$ cat src/rtl/cdb_arbiter.sv
// cdb_arbiter: per-source result queues granted round-robin onto the common data bus.
// Define CDB_DUAL_CHANNEL_EN to enable the second CDB channel.
module cdb_arbiter #(
  parameter int NUM_SRC = 4,
  parameter int DEPTH = 2,
  parameter int ROB_W = 6,
  parameter int DATA_W = 32,
  parameter logic [ROB_W-1:0] INVALID_ROB = ROB_W'(16)
) (
  input  logic                      clock,
  input  logic                      reset,
  input  logic                      flush,
  input  logic [NUM_SRC-1:0]        src_valid,
  input  logic [NUM_SRC*ROB_W-1:0]  src_rob,
  input  logic [NUM_SRC*DATA_W-1:0] src_data,
  output logic [NUM_SRC-1:0]        src_ready,
  output logic                      cdb0_valid,
  output logic [ROB_W-1:0]          cdb0_rob,
  output logic [DATA_W-1:0]         cdb0_data,
  output logic                      cdb1_valid,
  output logic [ROB_W-1:0]          cdb1_rob,
  output logic [DATA_W-1:0]         cdb1_data
);
  localparam int PW = NUM_SRC > 1 ? $clog2(NUM_SRC) : 1;
  localparam int AW = $clog2(DEPTH);
  localparam int CW = AW + 1;

  logic [ROB_W-1:0]  q_rob  [NUM_SRC][DEPTH];
  logic [DATA_W-1:0] q_data [NUM_SRC][DEPTH];
  logic [AW-1:0]     head   [NUM_SRC];
  logic [AW-1:0]     tail   [NUM_SRC];
  logic [CW-1:0]     count  [NUM_SRC];
  logic [PW-1:0]     rr_ptr, g0_idx, g1_idx, last_idx;
  logic              g0_hit, g1_hit;
  logic [NUM_SRC-1:0] push, pop;

  // Source index k steps after base, modulo NUM_SRC.
  function automatic logic [PW-1:0] src_at(input logic [PW-1:0] base, input int k);
    logic [PW:0] s;
    s = {1'b0, base} + (PW+1)'(k);
    return s >= (PW+1)'(NUM_SRC) ? PW'(s - (PW+1)'(NUM_SRC)) : PW'(s);
  endfunction

  always_comb begin
    g0_hit = 1'b0;
    g0_idx = '0;
    g1_hit = 1'b0;
    g1_idx = '0;
    for (int k = 0; k < NUM_SRC; k++) begin
      if (count[src_at(rr_ptr, k)] != '0) begin
        if (!g0_hit) begin
          g0_hit = 1'b1;
          g0_idx = src_at(rr_ptr, k);
        end
`ifdef CDB_DUAL_CHANNEL_EN
        else if (!g1_hit) begin
          g1_hit = 1'b1;
          g1_idx = src_at(rr_ptr, k);
        end
`endif
      end
    end
  end

  assign last_idx = g1_hit ? g1_idx : g0_idx;

  // A full queue stays not-ready even when it pops this cycle.
  always_comb begin
    src_ready = '0;
    push = '0;
    pop = '0;
    for (int i = 0; i < NUM_SRC; i++) begin
      src_ready[i] = count[i] < CW'(DEPTH);
      push[i] = src_valid[i] && src_ready[i] && !flush;
      pop[i] = (g0_hit && g0_idx == PW'(i)) || (g1_hit && g1_idx == PW'(i));
    end
  end

  always_ff @(posedge clock) begin
    for (int i = 0; i < NUM_SRC; i++) begin
      if (push[i]) begin
        q_rob[i][tail[i]] <= src_rob[i*ROB_W +: ROB_W];
        q_data[i][tail[i]] <= src_data[i*DATA_W +: DATA_W];
      end
    end
  end

  always_ff @(posedge clock or posedge reset) begin
    if (reset) begin
      for (int i = 0; i < NUM_SRC; i++) begin
        head[i] <= '0;
        tail[i] <= '0;
        count[i] <= '0;
      end
      rr_ptr <= '0;
      cdb0_valid <= 1'b0;
      cdb0_rob <= INVALID_ROB;
      cdb0_data <= '0;
`ifdef CDB_DUAL_CHANNEL_EN
      cdb1_valid <= 1'b0;
      cdb1_rob <= INVALID_ROB;
      cdb1_data <= '0;
`endif
    end else if (flush) begin
      for (int i = 0; i < NUM_SRC; i++) begin
        head[i] <= '0;
        tail[i] <= '0;
        count[i] <= '0;
      end
      rr_ptr <= '0;
      cdb0_valid <= 1'b0;
      cdb0_rob <= INVALID_ROB;
`ifdef CDB_DUAL_CHANNEL_EN
      cdb1_valid <= 1'b0;
      cdb1_rob <= INVALID_ROB;
`endif
    end else begin
      for (int i = 0; i < NUM_SRC; i++) begin
        if (push[i]) tail[i] <= tail[i] + AW'(1);
        if (pop[i]) head[i] <= head[i] + AW'(1);
        count[i] <= count[i] + CW'(push[i]) - CW'(pop[i]);
      end
      if (g0_hit) rr_ptr <= src_at(last_idx, 1);
      cdb0_valid <= g0_hit;
      cdb0_rob <= g0_hit ? q_rob[g0_idx][head[g0_idx]] : INVALID_ROB;
      if (g0_hit) cdb0_data <= q_data[g0_idx][head[g0_idx]];
`ifdef CDB_DUAL_CHANNEL_EN
      cdb1_valid <= g1_hit;
      cdb1_rob <= g1_hit ? q_rob[g1_idx][head[g1_idx]] : INVALID_ROB;
      if (g1_hit) cdb1_data <= q_data[g1_idx][head[g1_idx]];
`endif
    end
  end

`ifndef CDB_DUAL_CHANNEL_EN
  assign cdb1_valid = 1'b0;
  assign cdb1_rob = INVALID_ROB;
  assign cdb1_data = '0;
`endif
endmodule
$ cat config.mk
export PLATFORM = sky130hd
export DESIGN_NAME = cdb_arbiter
export DESIGN_NICKNAME = d
export VERILOG_FILES = /design/src/rtl/cdb_arbiter.sv
export SDC_FILE = /design/constraint.sdc
export NUM_CORES = 1
export LEC_CHECK = 0
export CORE_ASPECT_RATIO = 0.6
export CORE_MARGIN = 3
export CORE_UTILIZATION = 45
export CTS_CLUSTER_SIZE = 24
export DETAILED_ROUTE_END_ITERATION = 8
export GPL_TIMING_DRIVEN = 0
export PLACE_DENSITY = 0.68
export SLEW_MARGIN = 5
export SYNTH_ARGS = -nofsm -noshare
export SYNTH_HDL_FRONTEND = slang
export SYNTH_SLANG_ARGS = --single-unit
$ cat constraint.sdc
create_clock -name clock -period 4.4 [get_ports clock]
set_clock_uncertainty 0.15 [all_clocks]
set_input_delay 1.32 -clock clock [delete_from_list [all_inputs] [get_ports clock]]
set_output_delay 1.32 -clock clock [all_outputs]
set_load 0.01 [all_outputs]
# After elaboration in Yosys (flattened, before gate mapping)
# Memory sizes are Yosys's and may differ from the RTL's.
# Cells that the tools add are included.
[totals] regBits=57 ramBits=304 output_inout_bits=82 wordCells=193 n_memories=2
[op_classes] n_addsub=25 n_lt_le_gt_ge=23 n_eq_ne=3 n_mux=81 bitwise=11 n_reduce_logical=32
[memory_table] memory="q_data" depth=4 width=64 rd=1 rd_clocked_by_memory_dff=0 wr=4 line_no="29" text="logic [DATA_W-1:0] q_data [NUM_SRC][DEPTH];"
[memory_table] memory="q_rob" depth=4 width=12 rd=1 rd_clocked_by_memory_dff=0 wr=4 line_no="28" text="logic [ROB_W-1:0] q_rob [NUM_SRC][DEPTH];"
[ops] cell="64-bit two-way mux" n=4
[ops] cell="32-bit two-way mux" n=7
[ops] cell="32-bit demux with 1-bit select" n=4
[ops] cell="6-bit two-way mux" n=9
[ops] cell="12-bit two-way mux" n=4
[ops] cell="2-bit two-way mux" n=22
[ops] cell="3-bit >= comparator (second input constant)" n=9
[ops] cell="2-bit nonzero test" n=13
[ops] cell="6-bit demux with 1-bit select" n=4
[ops] cell="1-bit two-way mux" n=19
[ops] cell="2-bit binary-select mux with 2-bit select" n=4
[ops] cell="1-bit logical AND" n=16
[ops] cell="2-bit NOT with 3-bit output" n=5
[ops] cell="2-bit >= comparator (second input constant)" n=5
[ops] cell="1-bit NOT with 2-bit output" n=5
[ops] cell="2-bit by 1-bit subtractor with 2-bit output (second input constant)" n=5
[ops] cell="1-bit adder (second input constant)" n=8
[ops] cell="2-bit by 1-bit adder with 2-bit output" n=4
[ops] cell="2-bit by 1-bit less-than comparator with 1-bit output (second input constant)" n=4
[ops] cell="2-bit less-than comparator (second input constant)" n=4
[ops] cell="4-bit two-way mux" n=2
[ops] cell="8-bit two-way mux" n=1
[ops] cell="2-bit by 1-bit subtractor with 2-bit output" n=4
[ops] cell="2-bit by 1-bit adder with 3-bit output (second input constant)" n=2
[ops] cell="9 further kinds" n=11

# Logic depth before layout (Yosys ltp)
[depth] depth_word=24 mapped_depth=16 mapped_depth_nobuf=16

# Worst setup path before layout
# Ideal clock, no wire load.
[synth_timing] kind="input-to-reg" startpoint="in flush" endpoint="mem q_data[3][0] (netlist bit), enable pin" setup_ns=0.433 t_arrival_ns=3.300 t_required_ns=3.817 setup_slack_ns=0.516 path_stages=3 cell_sequence="clkbuf_1 > nand2b_1 > nor2_1"
[synth_rtl] item="start: declaration" line_no="12" text="input logic flush,"
[synth_rtl] item="end: declaration" line_no="29"

# Final worst setup path
[layout_timing] startpoint="reg rr_ptr[1]" endpoint="reg count[5] (netlist bit)"
[layout_via] elab_chain_len=18 word_cells_on_any_way=50 classes_between="add/sub: 8; order compare: 4; eq/ne: 1; mux: 28; bitwise: 4; reduce/logical: 5"
[layout_lines] item="start: declaration" line_no="33" text="logic [PW-1:0] rr_ptr, g0_idx, g1_idx, last_idx;"
[layout_lines] item="start signal: assignment" line_no="123" text="if (g0_hit) rr_ptr <= src_at(last_idx, 1);"
[layout_lines] item="parallel branches: the longest is 15 deep, another holds 2-bit by 1-bit adder with 3-bit output"
[layout_lines] item="1-bit logical AND *" line_no="75" text="pop[i] = (g0_hit && g0_idx == PW'(i)) || (g1_hit && g1_idx == PW'(i));"
[layout_lines] item="2-bit by 1-bit subtractor with 2-bit output *" line_no="121" text="count[i] <= count[i] + CW'(push[i]) - CW'(pop[i]);"
[layout_lines] item="8-bit two-way mux *" line_no="104" text="end else if (flush) begin"
[layout_lines] item="end signal: indexed assignment" line_no="121"
[layout_lines] item="end: declaration" line_no="32" text="logic [CW-1:0] count [NUM_SRC];"
# Mark *: on every way between the ends. The select of a mux whose other input is x is not followed.
# A chain may end at the register's enable or synchronous reset.

==> impl_results.md <==
- Status: finished clean
- Synthesis-to-finish area growth: 27.6%
- Critical Path Sink Type: flop
- # IOs: 241
- Most used cell, CP: ha_1
- Total Routing Usage GR: 0.219
- R2R depth: 14
- Hold_sp: cdb0_data[17]
- Vias in the first global route: between 9,000 and 10,000
- Port bufs: 201
- Routability cong.: 0.836
- Hold EP: cdb0_data[17]
- Share of cells above drive strength 1: 0.0962
- Sequential share of power: 0.341
- # nets final: 1,497
- Yosys warning count: 0
- Vias: around 9,600
- Die footprint: 35,600 µm²
- Post-DP Area: 17,900 µm²
- Switch Pwr: 4810 µW
- Post-place setup slack: 0.227 ns
- Clk_lat worst skew: ~0.51 ns
- Compound-Gate Fraction of Synth Area: 0.0553
- Number of clock sinks: 361
- # fillers: between 2,000 and 3,000
- Initial antenna violation count: 1
- Cell Chain, Critical Path: buf_2, or3_1, a31o_2, ha_1, mux2i_4, o211ai_4, buf_2, nor3_1, ha_1, inv_1, ha_1, xnor2_1, xnor2_1, nor2_1
- Final WL: 38.9 mm
- RR Startpoint: rr_ptr[1]
- Instance count on the critical path: 14
- Core Util, Final: 0.586
- Clock transition at path regs: 0.07 ns
- Worst vdd ir: about 0.34 mV
- Vias per Instance: approximately 5.3
- Root buf cell: clkbuf_16
- Synth Area in Simple Gates: 0.0845
- Tightest Pin Transition: 1.03 ns
- Clock tree buffer depth: 3
- Synthesis-stage register bit count: 361
- Unrepaired setup endpoints after global routing: false
- Routed Antenna Nets: 0
- Max-slew violation count: 0
- Critical Path RT: 4.63 ns
- Htree depth: 2
- Fraction of synthesized area in multiplexers: 0.0962
- Minimum clock period: 3.96 ns
- 1st-iter DRT viols: 874
- Crit start category: flop
- Slowest cell on crit path: or3_1
- Main combinational cell family by area after synthesis: multiplexers
- Global route overflow: 0
- Synthesized cell area: 15,000 µm²
- Pwr/cell area: 677 nW/µm²
- Crit Path Class: reg -> reg
- Final setup violation count: 0
- Comb power frac: 0.419
- Achievable Freq: around 250 MHz
- Internal power: 8110 µW
- Hold depth: 2
- Fin. Hold Viols: 0
- Synth Area in Adders: 0.00920
- Switching share of power: 0.372
- Leak pwr: 0.00678 µW
- Buf/Inv on CP: 3
- First-pass DRT Iterations: 5
- Crit share post-route: 0.900
- Syn Inst Count: 1,045
- Crit-path leading delay family: simple AND/OR/NAND/NOR gates
- Max-cap viol count: 0
- Cts bufs inserted: 34
- Avg Inst Size Synth: between 10 and 15 µm²
- Design area: 19,100 µm²
- Clock power share: 0.240
- Drt wl/cell: 21.6 µm
- Sequential element share of the synthesized area: 0.705
- WHS: 0.415 ns
- Postcts setup bufs: 0
- Inserted Diodes: 0
- First-pass GRT wire length: around 57 mm
- Starting Density: 0.459
- CTS tree: built
- # resized after CTS: 0
- DRC viols: 0
- HP Class: reg -> reg
- Post-Synth XOR/XNOR Area: 0.00819
- Die Height: around 150 µm
- Area of the core: 32,600 µm²
- Post-DP HPWL: between 20 and 30 mm
- CP max FO: 10
- R2r setup slk: 0.44 ns
- RR Endpoint: count[5]
- Worst path max stage delay: 0.43 ns
- Slew margin rel.: 0.316
- Worst Path Arrival: 4.19 ns
- Setup WS post-layout: roughly 0.44 ns
- Std cell rows: 51
- CTS Hold Bufs: 0
- Largest net degree at the start of global routing: 58
- Die Width: 241 µm
- Post-synthesis cell type count: 50
## routing by layer
metal,wire length (µm),part of all wire,vias to the layer above,track usage
met3,2460,0.063,54,0.0409
li1,-,-,4378,-
met2,17900,0.46,370,0.340
met5,14,0.00036,-,0
met4,682,0.018,2,0.0483
met1,17800,0.46,4756,0.323
## sequential cells by signal, indices dropped and copies added, names as in the netlist
name	cells
rr_ptr	2
cdb0_data	32
q_rob	48
q_data	256
count	8
tail	4
head	4
cdb0_valid	1
cdb0_rob	6
## metrics by stage
step	setup TNS, ns	total power [µW]	cells
after CTS	0	13000	1802
after global routing	0	13700	1802
after detailed placement	0	9870	1741
after global placement	-446.81	9710	1733
after floorplan	0	7820	1082
final	0	12900	1802
## how the worst max path moves through the flow
stage	startpoint	to	slack (ns)
2_1_floorplan	flush	q_data[3][0]	0.52
3_3_place_gp	flush	q_data[3][9]	-1.75
3_5_place_dp	rr_ptr[0]	count[3]	0.23
4_1_cts	rr_ptr[0]	count[3]	0.19
5_1_grt	rr_ptr[0]	count[3]	0.14
6_report	rr_ptr[1]	count[5]	0.44
## logic make-up (layout without fill, tap and decap cells)
family | after synthesis | in the layout
AO/OA/AOI/OAI | 104 | 104
XOR/XNOR | 14 | 14
adder cells (fa/ha/maj) | 11 | 11
buffers and inverters | 119 | 389
flip-flops | 361 | 361
multiplexers | 140 | 140
other | 2 | 39
AND/OR/NAND/NOR | 294 | 294
## synthesized netlist by cell type (all sizes together)
master   count  area share
or3          2     0.00084
nor3         7      0.0023
mux4         2      0.0030
o2111ai      4      0.0023
o211ai       3      0.0024
nand3       65       0.022
nand2b       4      0.0017
a21oi        5      0.0017
inv         19      0.0048
a31oi       32       0.013
clkbuf      50       0.013
nor2b        8      0.0033
and3         2     0.00084
or4          1     0.00050
a21boi       1     0.00050
nor4         6      0.0025
nand2      133       0.033
a21o         1     0.00050
o32a         1     0.00075
a221oi       5      0.0029
o21a         6      0.0030
dfstp        1      0.0018
edfxtp     304        0.61
o211a        3      0.0020
xnor2       14      0.0082
o21bai       1     0.00075
a211oi      18      0.0090
a211o        1     0.00059
nor2        62       0.016
a31o         1     0.00059
or2          2     0.00084
o32ai        1     0.00059
buf         50       0.023
o2111a      16       0.012
or3b         1     0.00059
nand4        1     0.00042
o21ai        4      0.0013
conb         2     0.00050
dfrtp       56       0.094
mux2i      138       0.093
o31ai        1     0.00084
ha          11      0.0092
## power groups by stage
stage / Clock (µW) / Sequential [µW] / Combinational (µW)
finish: 3100 / 4410 / 5410
detailed placement: 0 / 4480 / 5390
floorplan: 0 / 4490 / 3320
global placement: 0 / 4490 / 5220
global route: 3300 / 4450 / 5910
CTS: 3160 / 4410 / 5420
## worst min-delay path: cells and delay by family, from the launching register on
| kind | cells | cell delay (ns) |
|---|---|---|
| and+or+nand+nor | 1 | 0.10 |
| AOI/OAI and AO/OA | 1 | 0.04 |
| DFF | 1 | 0.38 |
## placed cells by master (no fill, tap or decap), types with 4 or more instances in the layout
| cell type | synthesis | layout |
|---|---|---|
| a211oi_1 | 18 | 18 |
| a21oi_1 | 5 | 5 |
| a221oi_1 | 5 | 5 |
| a31oi_1 | 32 | 32 |
| buf_12 | 0 | 6 |
| buf_2 | 7 | 7 |
| buf_4 | 39 | 39 |
| bufinv_16 | 0 | 6 |
| clkbuf_1 | 50 | 54 |
| clkbuf_16 | 0 | 35 |
| clkdlybuf4s50_1 | 0 | 201 |
| clkinv_2 | 0 | 7 |
| conb_1 | 2 | 39 |
| dfrtp_1 | 56 | 56 |
| edfxtp_1 | 304 | 304 |
| ha_1 | 11 | 11 |
| inv_1 | 19 | 18 |
| mux2i_1 | 137 | 137 |
| nand2_1 | 133 | 133 |
| nand2b_1 | 4 | 4 |
| nand3_1 | 65 | 65 |
| nor2_1 | 62 | 54 |
| nor2_4 | 0 | 8 |
| nor2b_1 | 8 | 8 |
| nor3_1 | 7 | 7 |
| nor4_1 | 6 | 6 |
| o2111a_1 | 16 | 16 |
| o2111ai_1 | 4 | 4 |
| o21a_1 | 6 | 6 |
| xnor2_1 | 14 | 14 |
## final cells by class
cell class | instances | area [µm²] | share of cell area
Clock buffer | 43 | 936 | 0.0490
Tap cell | 450 | 563 | 0.0295
Clock inverter | 18 | 243 | 0.0127
Timing Repair Buffer | 209 | 2190 | 0.115
Inverter | 19 | 73.8 | 0.00387
Sequential cell | 361 | 10600 | 0.553
Multi-Input combinational cell | 602 | 4000 | 0.209
Buffer | 100 | 539 | 0.0282
Note: power is estimated with default switching activity, not from simulation.
